## config.mk

```make
export PLATFORM = sky130hd
export DESIGN_NAME = sub_sat_accum
export DESIGN_NICKNAME = d
export VERILOG_FILES = /design/src/rtl/sub_sat_accum.sv
export SDC_FILE = /design/constraint.sdc
export NUM_CORES = 1
export LEC_CHECK = 0
export BUFFER_PORTS_ARGS = -buffer_cell sky130_fd_sc_hd__buf_4
export CAP_MARGIN = 20
export CORE_MARGIN = 2
export CORE_UTILIZATION = 50
export CTS_CLUSTER_DIAMETER = 30
export CTS_CLUSTER_SIZE = 10
export DETAILED_ROUTE_END_ITERATION = 16
export HOLD_SLACK_MARGIN = 0.1
export PLACE_DENSITY = 0.78
export SKIP_LAST_GASP = 1
export SYNTH_ARGS = -nofsm -noshare
export SYNTH_HDL_FRONTEND = slang
export SYNTH_SLANG_ARGS = --single-unit
```

## constraint.sdc

```tcl
create_clock -name clk -period 5 [get_ports clk]
set_input_delay 0.5 -clock clk [delete_from_list [all_inputs] [get_ports clk]]
set_output_delay 0.5 -clock clk [all_outputs]
set_load 0.03 [all_outputs]
```

## src/rtl/sub_sat_accum.sv

```systemverilog
// Saturating accumulator for bursts of subtractor results: clamps overflowed differences,
// sums them with signed saturation, counts overflow beats and hands the total downstream.
module sub_sat_accum #(
   parameter int WIDTH = 32,
   parameter int CNT_W = 8,
   parameter int LEN_W = 8
) (
   input  logic             clk,
   input  logic             rst,
   input  logic             start,
   input  logic [LEN_W-1:0] len,
   output logic             busy,
   input  logic             in_valid,
   output logic             in_ready,
   input  logic [WIDTH-1:0] in_diff,
   input  logic             in_ovf,
   input  logic             in_a_msb,
   output logic             out_valid,
   input  logic             out_ready,
   output logic [WIDTH-1:0] out_sum,
   output logic             out_sat,
   output logic [CNT_W-1:0] out_ovf_cnt
);

   typedef enum logic [1:0] {S_IDLE, S_ACC, S_DONE} state_t;

   localparam logic [WIDTH-1:0] SMAX = {1'b0, {(WIDTH-1){1'b1}}};
   localparam logic [WIDTH-1:0] SMIN = {1'b1, {(WIDTH-1){1'b0}}};
   localparam logic [CNT_W-1:0] CNT_MAX = {CNT_W{1'b1}};

   state_t           r_state;
   logic [LEN_W-1:0] r_remaining;
   logic [WIDTH-1:0] r_sum;
   logic             r_sat;
   logic [CNT_W-1:0] r_cnt;
   logic             r_busy;
   logic             r_in_ready;
   logic             r_out_valid;

   logic             w_accept;
   logic [WIDTH-1:0] w_clamped;
   logic [WIDTH:0]   w_sum_ext;
   logic             w_sum_ovf;
   logic [WIDTH-1:0] w_sum_sat;

   // On a-b overflow the true result carries the sign of a, so clamp toward that limit.
   assign w_accept  = in_valid & r_in_ready;
   assign w_clamped = in_ovf ? (in_a_msb ? SMIN : SMAX) : in_diff;
   assign w_sum_ext = {r_sum[WIDTH-1], r_sum} + {w_clamped[WIDTH-1], w_clamped};
   assign w_sum_ovf = w_sum_ext[WIDTH] ^ w_sum_ext[WIDTH-1];
   assign w_sum_sat = w_sum_ovf ? (w_sum_ext[WIDTH] ? SMIN : SMAX) : w_sum_ext[WIDTH-1:0];

   always_ff @(posedge clk or posedge rst) begin
      if (rst) begin
         r_state     <= S_IDLE;
         r_remaining <= '0;
         r_sum       <= '0;
         r_sat       <= 1'b0;
         r_cnt       <= '0;
         r_busy      <= 1'b0;
         r_in_ready  <= 1'b0;
         r_out_valid <= 1'b0;
      end else begin
         case (r_state)
            S_IDLE: begin
               if (start) begin
                  r_remaining <= len;
                  r_sum       <= '0;
                  r_sat       <= 1'b0;
                  r_cnt       <= '0;
                  r_busy      <= 1'b1;
                  if (len != '0) begin
                     r_state    <= S_ACC;
                     r_in_ready <= 1'b1;
                  end else begin
                     r_state     <= S_DONE;
                     r_out_valid <= 1'b1;
                  end
               end
            end
            S_ACC: begin
               if (w_accept) begin
                  r_sum       <= w_sum_sat;
                  r_sat       <= r_sat | w_sum_ovf;
                  r_remaining <= r_remaining - 1'b1;
                  if (in_ovf && (r_cnt != CNT_MAX)) begin
                     r_cnt <= r_cnt + 1'b1;
                  end
                  if (r_remaining == {{(LEN_W-1){1'b0}}, 1'b1}) begin
                     r_state     <= S_DONE;
                     r_in_ready  <= 1'b0;
                     r_out_valid <= 1'b1;
                  end
               end
            end
            S_DONE: begin
               if (out_ready) begin
                  r_state     <= S_IDLE;
                  r_out_valid <= 1'b0;
                  r_busy      <= 1'b0;
               end
            end
            default: begin
               r_state     <= S_IDLE;
               r_busy      <= 1'b0;
               r_in_ready  <= 1'b0;
               r_out_valid <= 1'b0;
            end
         endcase
      end
   end

   assign busy        = r_busy;
   assign in_ready    = r_in_ready;
   assign out_valid   = r_out_valid;
   assign out_sum     = r_sum;
   assign out_sat     = r_sat;
   assign out_ovf_cnt = r_cnt;

endmodule

```

==> results of run 1 <==
[synth_stat cells, types with 4 or more instances]
| cell | n | area, um2 |
|---|---|---|
| a211oi_1 | 5 | 37.5 |
| a21o_1 | 9 | 67.6 |
| a21oi_1 | 66 | 330 |
| a22oi_1 | 8 | 60.1 |
| a31oi_1 | 4 | 25.0 |
| and2_1 | 4 | 25.0 |
| and3_1 | 6 | 37.5 |
| buf_2 | 8 | 40.0 |
| buf_6 | 4 | 45.0 |
| clkbuf_1 | 15 | 56.3 |
| dfrtp_1 | 54 | 1350 |
| ha_1 | 35 | 438 |
| inv_1 | 45 | 169 |
| nand2_1 | 64 | 240 |
| nand2b_1 | 8 | 50.1 |
| nand3_1 | 13 | 65.1 |
| nand4_1 | 6 | 37.5 |
| nor2_1 | 42 | 158 |
| nor3_1 | 13 | 65.1 |
| o211ai_1 | 4 | 30.0 |
| o21ai_0 | 59 | 295 |
| o21ai_1 | 14 | 70.1 |
| o21ai_2 | 21 | 184 |
| o21bai_1 | 4 | 30.0 |
| or3_1 | 4 | 25.0 |
| xnor2_1 | 11 | 96.3 |
| xor2_1 | 14 | 123 |
[stage by stage]
step           instances  hold slack, ns
6_report             807           0.365
5_1_grt              807           0.433
4_1_cts              806           0.408
3_5_place_dp         798           0.504
3_3_place_gp         798           0.480
2_1_floorplan        602           0.471
[metal layers]
metal  vias up  GRT usage [%]  wire length [um]
met1      2209           30.5              5360
met5         -              0                 0
met2       162           41.9              5920
met4         0           6.26               200
li1       2322              -                 -
met3        22           3.63               845
[placed cells by master, fill, tap and decap left out, types with 3 or more instances in the layout]
| cell type | synthesis | final |
|---|---|---|
| a22oi_1 | 8 | 8 |
| ha_1 | 35 | 35 |
| buf_4 | 1 | 96 |
| nand2_1 | 64 | 64 |
| and3_1 | 6 | 6 |
| o21ai_0 | 59 | 59 |
| and2_1 | 4 | 4 |
| o21ai_1 | 14 | 14 |
| nor2b_1 | 3 | 3 |
| nor2_1 | 42 | 41 |
| nor3b_1 | 3 | 3 |
| a2111oi_4 | 3 | 3 |
| dfrtp_1 | 54 | 54 |
| a211oi_1 | 5 | 5 |
| nor4_1 | 3 | 3 |
| o21ai_2 | 21 | 20 |
| or3_1 | 4 | 4 |
| a31oi_1 | 4 | 4 |
| inv_1 | 45 | 44 |
| o211ai_2 | 3 | 3 |
| nor3_1 | 13 | 13 |
| a41oi_1 | 3 | 3 |
| a2111oi_0 | 3 | 3 |
| xnor2_1 | 11 | 11 |
| xor2_1 | 14 | 14 |
| nand2b_1 | 8 | 8 |
| a21o_1 | 9 | 9 |
| o21bai_1 | 4 | 4 |
| a21oi_1 | 66 | 66 |
| nand4_1 | 6 | 6 |
| o211ai_1 | 4 | 4 |
| clkbuf_8 | 0 | 5 |
| nand3_1 | 13 | 13 |
[layout make-up]
cell class              instances  share of cell area (%)
flip-flops and latches         54                    23.8
inverters                      45                    2.97
multi-input cells             474                    55.3
clock buffers                   6                    1.28
well taps                     129                    2.84
clock inverters                 2                   0.661
repair buffers                 97                    13.2
[cell families after synthesis]
group / after synthesis
buf+inv: 74
compound gates: 232
simple gates: 178
mux: 3
flops: 54
xor+xnor: 25
fa+ha+maj: 36
[flip-flops by register name, summed over array words and instances (netlist names)]
register     flops
busy             1
out_sat          1
out_ovf_cnt      8
r_state          2
out_sum         32
r_remaining      8
out_valid        1
in_ready         1
[critical path, stage by stage]
cell and delay [ns]:
buf_4 0.22, nand2b_1 0.12, buf_4 0.28, o21ai_0 0.15
ha_1 0.24, inv_1 0.08, fa_1 0.19, nand2b_1 0.13
a21oi_1 0.12, o211ai_1 0.29, a21oi_1 0.16, o2111ai_2 0.31
a31oi_2 0.18, o21ai_4 0.60, buf_4 0.36, o21ai_1 0.10
[path summary, 6_finish.rpt]
kind                                            start                    endpoint  slack, ns  depth (start not counted)
max reg2reg                    out_sum[0]$_DFFE_PP0P_      out_sum[6]$_DFFE_PP0P_       1.69                         12
min reg2reg                r_remaining[7]$_DFFE_PP0P_  r_remaining[7]$_DFFE_PP0P_       0.53                          2
max in group asynchronous                         rst  r_remaining[6]$_DFFE_PP0P_       4.15                          3
min in group clk                               len[0]  r_remaining[0]$_DFFE_PP0P_       0.42                          3
max                                            in_ovf      out_sum[6]$_DFFE_PP0P_       1.15                         16
min                                               rst  out_ovf_cnt[5]$_DFFE_PP0P_       0.37                          3
[power breakdown]
group	internal (mW)	switching [mW]
Combinational	0.805	1.27
Clock	0.150	0.160
Sequential	0.593	0.158
==> results.py, run 1 <==
metrics = {
    "clock_network": {
        "cts_tree": "yes",
        "cts_hold_buf": 0,
        "cts_made_buffers": 5,
        "root_buffer": "clkbuf_8",
        "clk_latency_ns": 0.32,
        "cts_max_level": 2,
        "cts-resized-gates": 0,
        "post_cts_buffers": 0,
        "clock_path_buffers": 2,
        "clk_pin_slew_ns": 0.11,
        "clkSinkCount": 54,
    },
    "critical_path": {
        "startpoint_type": "input port",
        "critPathKind": "input port to flip-flop",
        "worst-path-max-fanout": 35,
        "cp-end-kind": "flip-flop",
        "crit_arrival_ns": 4.06,
        "required_ns": 5.21,
    },
    "synth": {
        "ys.warnings.count": 0,
        "yosysSeqAreaShare_pct": 28.2,
        "avgSynthCellArea_um2": 7.97,
        "synth-xor-area-share_pct": 4.56,
        "synthSimpleGateAreaFrac_pct": 17.4,
        "synth_top_flop_cell": "dfrtp_1",
        "synth_cell_types": 67,
        "yosys_register_bits": 54,
        "synthAdderAreaFrac_pct": 9.54,
        "synth_top_family_by_area": "compound AO/OA/AOI/OAI gates",
        "syn_inst": 602,
        "synth_area_um2": 4800,
        "synthesis.nets": 685,
        "synth_edf_count": 0,
        "synth_compound_area_share_pct": 33.0,
        "ys_async_sr_fraction_pct": 100,
        "synthMuxAreaShare_pct": 0.652,
    },
    "timing": {
        "hold_viol_final": 0,
        "fin_setup_tns_ns": 0,
        "rsz0062_at_grt": "no",
        "maxSlewHeadroom_pct": 49.1,
        "finalMaxSlewViolations": 0,
        "setup_violations": 0,
        "max_freq_ghz": 0.260,
        "fin_crit_sh_pct": 77.0,
        "finClkSkew_ns": 0.00916,
        "worst_slew_pin_slew_ns": 0.760,
        "fin_ws_ns": 1.15,
        "period_minus_slack_ns": 3.85,
    },
    "floorplanning": {
        "dieHeight_um": 102,
        "die-area_um2": 10400,
        "initial_core_util_pct": 51.7,
        "io_pins": 91,
        "coreArea_um2": 9280,
        "die_w_um": 102,
        "rows": 35,
    },
    "routing": {
        "drt_first_pass_iters": 5,
        "via_count": 4715,
        "via_per_inst": 5.84,
        "drc": 0,
        "wl_mm": 12.3,
        "wl_per_cell_um": 15.3,
        "ant_nets": 0,
        "drtIter0Drc": 232,
    },
    "layout": {
        "syn2layout_area_growth_pct": 18.4,
        "drive_above_1_share_pct": 22.4,
        "nNetsFinal": 760,
        "num_antenna_cells": 0,
        "multi_input_area_um2": 3140,
        "filler_cell_count": 865,
        "final_core_util_pct": 61.2,
        "seq_area_um2": 1350,
        "fin_area_um2": 5680,
    },
    "place": {
        "hpwl_mm": 9.00,
        "routabilityCongestion": 0.971,
        "port-buffer-count": 90,
        "dpl_cell_area_um2": 5540,
        "place_ws_ns": 0.852,
    },
    "min_path": {
        "min-delay-path-class": "input port to async pin",
    },
    "grt": {
        "grt_start_max_net_pins": 55,
        "grt_antenna_before_repair": 0,
        "grt_pass1_wl_mm": 20.5,
        "grt-ovfl-total": 0,
        "grt_use_total_pct": 23.8,
        "grt_pass1_vias": 4569,
    },
    "pwr": {
        "total_power_mw": 3.14,
        "leakage_nw": 2.77,
        "vdd_drop_max_mv": 0.358,
        "p_per_area_nw_per_um2": 552,
    },
    "flow_run": {
        "maxCapViolations": 0,
    },
    "run_status": {
        "status": "finished clean",
    },
}
No activity file was read; power rests on OpenSTA's default activity.
==> run 2, diff against run 1 <==
ABC_AREA = 1   (was unset)
PLACE_DENSITY = 0.81   (was 0.78)
clock period = 3.2 ns   (was 5 ns; I/O delays follow)
==> run 2 against run 1 <==
  * Non-clock buffer count grew 8
  * Sequential share of layout area down 0.98 points
  * Critical endpoint is now out_sum[12]$_DFFE_PP0P_
  * Sequential power rose by 69%
  * Area after synthesis increased by 3.3%
  * Highest routed layer unchanged
==> results.py, run 2 <==
metrics = {
    "timing": {
        "max_freq_ghz": 0.375,
        "fin_ws_ns": 0.533,
        "rsz0062_at_grt": "no",
        "maxSlewHeadroom_pct": 55.4,
        "worst_slew_pin_slew_ns": 0.668,
        "finalMaxSlewViolations": 0,
        "setup_violations": 0,
        "fin_crit_sh_pct": 83.3,
        "period_minus_slack_ns": 2.67,
        "finClkSkew_ns": 0.00884,
        "hold_viol_final": 0,
        "fin_setup_tns_ns": 0,
    },
    "layout": {
        "syn2layout_area_growth_pct": 19.5,
        "layout_common_cells": "275 x nand2_1, 116 x nor2_1, 103 x buf_4, 90 x inv_1, 54 x dfrtp_1",
        "final_cells": 1026,
        "filler_cell_count": 952,
        "largest_reg_flops": 32,
        "num_antenna_cells": 0,
        "drive_above_1_share_pct": 14.7,
        "final_common_cell": "nand2_1",
        "fin_area_um2": 5930,
        "nNetsFinal": 975,
    },
    "grt": {
        "grt.busiest_layer": "met2",
        "use_met2_pct": 43.7,
        "grt_antenna_before_repair": 0,
        "grt_use_total_pct": 25.9,
        "grt-ovfl-total": 0,
        "grt_start_max_net_pins": 35,
        "grt_pass1_wl_mm": 23.4,
        "grt_pass1_vias": 4959,
        "use_met3_pct": 2.52,
        "met1_usage_pct": 36.3,
    },
    "critical_path": {
        "critPathKind": "input port to flip-flop",
        "worst_r2r_startpoint": "r_state[0]$_DFFE_PP0P_",
        "startpoint_type": "input port",
        "reg2reg_depth": 11,
        "worstReg2RegEnd": "r_remaining[4]$_DFFE_PP0P_",
        "cpMostUsedCell": "nand2_1",
        "crit_path_top_delay_cell": "ha_1",
        "required_ns": 3.41,
        "crit_path_max_incr_delay_ns": 0.36,
        "crit_arrival_ns": 2.88,
        "worst-path-max-fanout": 17,
        "rrSetupSlack_ns": 0.58,
        "cp-end-kind": "flip-flop",
        "worstPathCellList": "buf_4 > nand2_1 > inv_1 > buf_4 > nor2_1 > ha_1 > nand2_1 > inv_1 > a21oi_1 > nand2_1 > a21oi_1 > nand2_1 > nand2_1 > nand2_2 > nand2_2 > nand2_1 > buf_12 > o21ai_1 > nand2_1",
    },
    "place": {
        "numPlacedInstances": 1017,
        "dpl_cell_area_um2": 5820,
        "place_ws_ns": 0.210,
        "port-buffer-count": 90,
        "hpwl_mm": 11.0,
        "routabilityCongestion": 0.978,
    },
    "floorplanning": {
        "rows": 36,
        "coreArea_um2": 9680,
        "die-area_um2": 10700,
        "dieHeight_um": 104,
        "io_pins": 91,
        "die_w_um": 104,
        "initial_core_util_pct": 51.2,
    },
    "synth": {
        "ys_async_sr_fraction_pct": 100,
        "yosys.area.top_type": "dfrtp_1",
        "synth_top_flop_cell": "dfrtp_1",
        "avgSynthCellArea_um2": 6.20,
        "ys_top_cells_by_area": "dfrtp_1 27%, nand2_1 21%, nor2_1 8.9%",
        "synthesis.nets": 883,
        "yosys.area.top_type_share_pct": 27.3,
        "syn_inst": 800,
        "yosys_register_bits": 54,
        "synth_area_um2": 4960,
        "synth_edf_count": 0,
        "synth_most_common_cell": "nand2_1",
        "synth_common_cells": "275 x nand2_1, 117 x nor2_1, 91 x inv_1, 54 x dfrtp_1, 43 x a21oi_1",
        "ys.warnings.count": 0,
        "synth_cell_types": 38,
        "yosysSeqAreaShare_pct": 27.3,
    },
    "min_path": {
        "min_from": "out_ready",
        "whs_path_depth": 4,
        "min-delay-path-class": "input port to flip-flop",
        "holdPathEnd": "r_state[1]$_DFFE_PP0P_",
    },
    "clock_network": {
        "cts_max_level": 2,
        "clkSinkCount": 54,
        "root_buffer": "clkbuf_8",
        "clk_pin_slew_ns": 0.11,
        "cts-resized-gates": 0,
        "clock_path_buffers": 2,
        "cts_made_buffers": 5,
        "cts_tree": "yes",
        "post_cts_buffers": 0,
        "clk_latency_ns": 0.32,
    },
    "routing": {
        "via_count": 5243,
        "wl_mm": 13.7,
        "via_per_inst": 5.11,
        "drc": 0,
        "wl_per_cell_um": 13.3,
        "ant_nets": 0,
        "drtIter0Drc": 265,
        "drt_first_pass_iters": 5,
    },
    "run_status": {
        "status": "finished clean",
    },
    "pwr": {
        "leakage_nw": 3.36,
        "vdd_drop_max_mv": 0.442,
        "p_per_area_nw_per_um2": 1060,
    },
    "flow_run": {
        "maxCapViolations": 0,
    },
}
## run 2: cell count changes in the layout (fill, tap and decap cells not counted), moves of 8 or more
cell / before / now
o21bai_1: 4 / 12
nand2_1: 64 / 275
o21ai_2: 20 / 0
o21ai_0: 59 / 24
a21oi_1: 66 / 43
nand3_1: 13 / 38
nor3_1: 13 / 5
inv_1: 44 / 90
nor2_1: 41 / 116
## run 2: how the worst max path moves through the flow
| stage | from | end | slack, ns | depth (start not counted) |
|---|---|---|---|---|
| 2_1_floorplan | in_ovf | out_sum[6]$_DFFE_PP0P_ | 0.48 | 23 |
| 3_3_place_gp | in_ovf | out_sum[23]$_DFFE_PP0P_ | 0.29 | 22 |
| 3_5_place_dp | in_ovf | out_sum[12]$_DFFE_PP0P_ | 0.21 | 22 |
| 4_1_cts | in_ovf | out_sum[0]$_DFFE_PP0P_ | 0.55 | 22 |
| 5_1_grt | in_ovf | out_sum[10]$_DFFE_PP0P_ | 0.24 | 22 |
| 6_report | in_ovf | out_sum[12]$_DFFE_PP0P_ | 0.53 | 19 |
## run 2: cells by family (layout without fill, tap and decap cells)
logic type / Yosys count / in the layout / synth area share, %
compound gates: 113 / 113 / 12.9
xor+xnor: 21 / 21 / 3.71
fa+ha+maj: 36 / 36 / 9.24
buf+inv: 113 / 206 / 9.09
flops: 54 / 54 / 27.3
simple gates: 463 / 463 / 37.8
## run 2: layer usage
layer,routed length (um),up-vias
met3,646,12
met1,6410,2395
met2,6410,127
met4,179,0
li1,-,2709
met5,0,-
## run 2: final cells by class
type | count | area [um2] | area share [%]
repair buffers | 105 | 803 | 13.6
clock inverters | 3 | 28.8 | 0.486
well taps | 133 | 166 | 2.81
flip-flops and latches | 54 | 1350 | 22.8
inverters | 93 | 349 | 5.89
multi-input cells | 633 | 3160 | 53.3
clock buffers | 5 | 68.8 | 1.16
## run 2: power by group
group | switching, mW | leakage, nW | internal (mW)
registers | 0.277 | 0.667 | 0.995
clock network | 0.259 | 0.0502 | 0.163
logic | 2.92 | 2.64 | 1.68
total | 3.46 | 3.36 | 2.84
## run 2: stage by stage
step / hold slack [ns] / power (mW) / util, %
after floorplan: 0.469 / 4.56 / -
after global placement: 0.371 / 5.78 / 60.1
after detailed placement: 0.368 / 5.84 / 60.1
after CTS: 0.240 / 6.29 / 61.2
after global routing: 0.266 / 6.92 / 61.2
final: 0.246 / 6.30 / 61.2
## run 2: worst max-delay path: cells and delay by family
kind            cells  cell delay, ns
simple gates       10            0.94
buf+inv             5            0.69
compound gates      3            0.57
fa+ha+maj           1            0.36
## run 2: what timing repair did
item	in CTS	in global routing
endpoints found under the setup margin	0	0
hold buffers	1	0
endpoints found under the hold margin	20	0
==> run 3, diff against run 2 <==
PLACE_DENSITY = 0.78   (was 0.81)
clock period = 2.6 ns   (was 3.2 ns; I/O delays follow)
==> run 3 against run 2 <==
  * Non-clock buffer count grew 88
  * Critical path depth shrank 5
  * Die area is the same
  * Final cell count grew 8.6%
  * Final area grew 13%
  * Sequential share of layout area shrank 2.6 points
  * Count of clock-buffer cells in the layout is the same
  * Critical path type is now flip-flop to flip-flop
  * Core utilization grew 8.0 points
  * Power grew 45%
  * First-iteration DRC count grew 59%
  * Highest routed layer unchanged
  * Clock skew grew 0.00059 ns
==> results.py, run 3 (synthesis gave the netlist of run 2 again) <==
metrics = {
    "floorplanning": {
        "rows": 36,
        "die-area_um2": 10700,
        "initial_core_util_pct": 51.2,
        "dieHeight_um": 104,
        "die_w_um": 104,
        "io_pins": 91,
        "coreArea_um2": 9680,
    },
    "critical_path": {
        "required_ns": 2.83,
        "worstReg2RegEnd": "out_sum[19]$_DFFE_PP0P_",
        "rrSetupSlack_ns": 0.18,
        "cp-end-kind": "flip-flop",
        "reg2reg_depth": 14,
        "critPathKind": "flip-flop to flip-flop",
        "startpoint_type": "flip-flop",
        "crit_arrival_ns": 2.65,
        "worst_r2r_startpoint": "out_sum[11]$_DFFE_PP0P_",
        "worst-path-max-fanout": 16,
        "setup.worst_path.start": "out_sum[11]$_DFFE_PP0P_",
    },
    "place": {
        "place_ws_ns": -0.269,
        "hpwl_mm": 11.5,
        "routabilityCongestion": 0.933,
        "port-buffer-count": 90,
    },
    "timing": {
        "fin_crit_sh_pct": 93.1,
        "period_minus_slack_ns": 2.42,
        "finalMaxSlewViolations": 0,
        "setup_violations": 0,
        "fin_ws_ns": 0.179,
        "max_freq_ghz": 0.413,
        "hold_viol_final": 0,
        "maxSlewHeadroom_pct": 53.2,
        "finClkSkew_ns": 0.00943,
        "worst_slew_pin_slew_ns": 0.703,
    },
    "clock_network": {
        "clkSinkCount": 54,
        "clk_pin_slew_ns": 0.12,
        "clock_path_buffers": 2,
        "cts_made_buffers": 5,
        "post_cts_buffers": 0,
        "cts-resized-gates": 0,
        "cts_hold_buf": 0,
        "root_buffer": "clkbuf_8",
        "clk_latency_ns": 0.33,
        "cts_tree": "yes",
        "cts_max_level": 2,
    },
    "routing": {
        "drtIter0Drc": 422,
        "via_count": 5538,
        "ant_nets": 0,
        "wl_per_cell_um": 13.1,
        "routed-wl-met3_um": 763,
        "met1_length_mm": 6.93,
        "drt_first_pass_iters": 5,
        "met2_length_mm": 6.75,
        "drc": 0,
        "wl_mm": 14.6,
        "via_per_inst": 4.97,
        "routed.top_layer": "met4",
    },
    "layout": {
        "layout_common_cells": "269 x nand2_1, 185 x buf_4, 115 x nor2_1, 89 x inv_1, 54 x dfrtp_1",
        "num_antenna_cells": 0,
        "drive_above_1_share_pct": 23.6,
        "nNetsFinal": 1063,
        "filler_cell_count": 865,
        "largest_reg_flops": 32,
        "syn2layout_area_growth_pct": 35.2,
        "final_common_cell": "nand2_1",
    },
    "grt": {
        "grt-ovfl-total": 0,
        "grt_antenna_before_repair": 0,
        "grt_pass1_vias": 5207,
        "grt_start_max_net_pins": 55,
        "grt_use_total_pct": 27.3,
        "grt_pass1_wl_mm": 24.5,
    },
    "pwr": {
        "vdd_drop_max_mv": 0.675,
        "leakage_nw": 3.81,
        "total_power_mw": 9.12,
        "p_per_area_nw_per_um2": 1360,
    },
    "flow_run": {
        "maxCapViolations": 0,
    },
    "run_status": {
        "status": "finished clean",
    },
    "min_path": {
        "min-delay-path-class": "input port to async pin",
    },
}
## run 3: area by class of cell
cell class,instances,area (um2),share of cell area (%)
Clock buffer,5,68.8,1.03
Clock inverter,3,28.8,0.429
Inverter,93,349,5.21
Tap cell,133,166,2.48
Sequential cell,54,1350,20.2
Timing Repair Buffer,193,1530,22.9
Multi-Input combinational cell,633,3210,47.8
## run 3: where the power goes
group	total, mW	internal, mW	switching, mW	leakage [nW]
combinational	7.01	3.08	3.92	3.09
clock	0.539	0.201	0.338	0.0502
sequential	1.58	1.22	0.353	0.667
## run 3: worst max-delay path by stage
| stage | endpoint | cells past startpoint |
|---|---|---|
| floorplan | out_sum[2]$_DFFE_PP0P_ | 23 |
| global route | out_sum[4]$_DFFE_PP0P_ | 22 |
| detailed placement | out_sum[19]$_DFFE_PP0P_ | 23 |
| global placement | out_sum[13]$_DFFE_PP0P_ | 23 |
| finish | out_sum[19]$_DFFE_PP0P_ | 14 |
| CTS | out_sum[19]$_DFFE_PP0P_ | 23 |
## run 3: through the flow
stage	hold WS (ns)	setup TNS [ns]	utilization (%)	instances	area [um2]
floorplan	0.420	0	-	800	4970
global placement	0.467	-2.97	67.7	1106	6550
detailed placement	0.474	-7.32	67.7	1106	6550
CTS	0.153	0	68.7	1114	6650
global route	0.186	-0.0288	69.2	1114	6700
finish	0.117	0	69.2	1114	6700
## run 3: critical path, cell delays in order (launching register included)
cell and delay [ns]:
dfrtp_1 0.42, ha_1 0.35, a21oi_1 0.26, nand2_1 0.12, a21oi_1 0.20, nand2_2 0.10, nand2_2 0.08, nand2_1 0.07
nand2_1 0.09, nand2_2 0.10, nand2_4 0.11, nand2_4 0.07, buf_12 0.15, o21ai_1 0.13, nand2_1 0.07
## run 3: per-layer routing
metal  track usage, %  vias to the layer above
li1                 -                     2893
met1             38.5                     2480
met2             44.9                      146
met3             3.21                       19
met4             6.56                        0
met5                0                        -
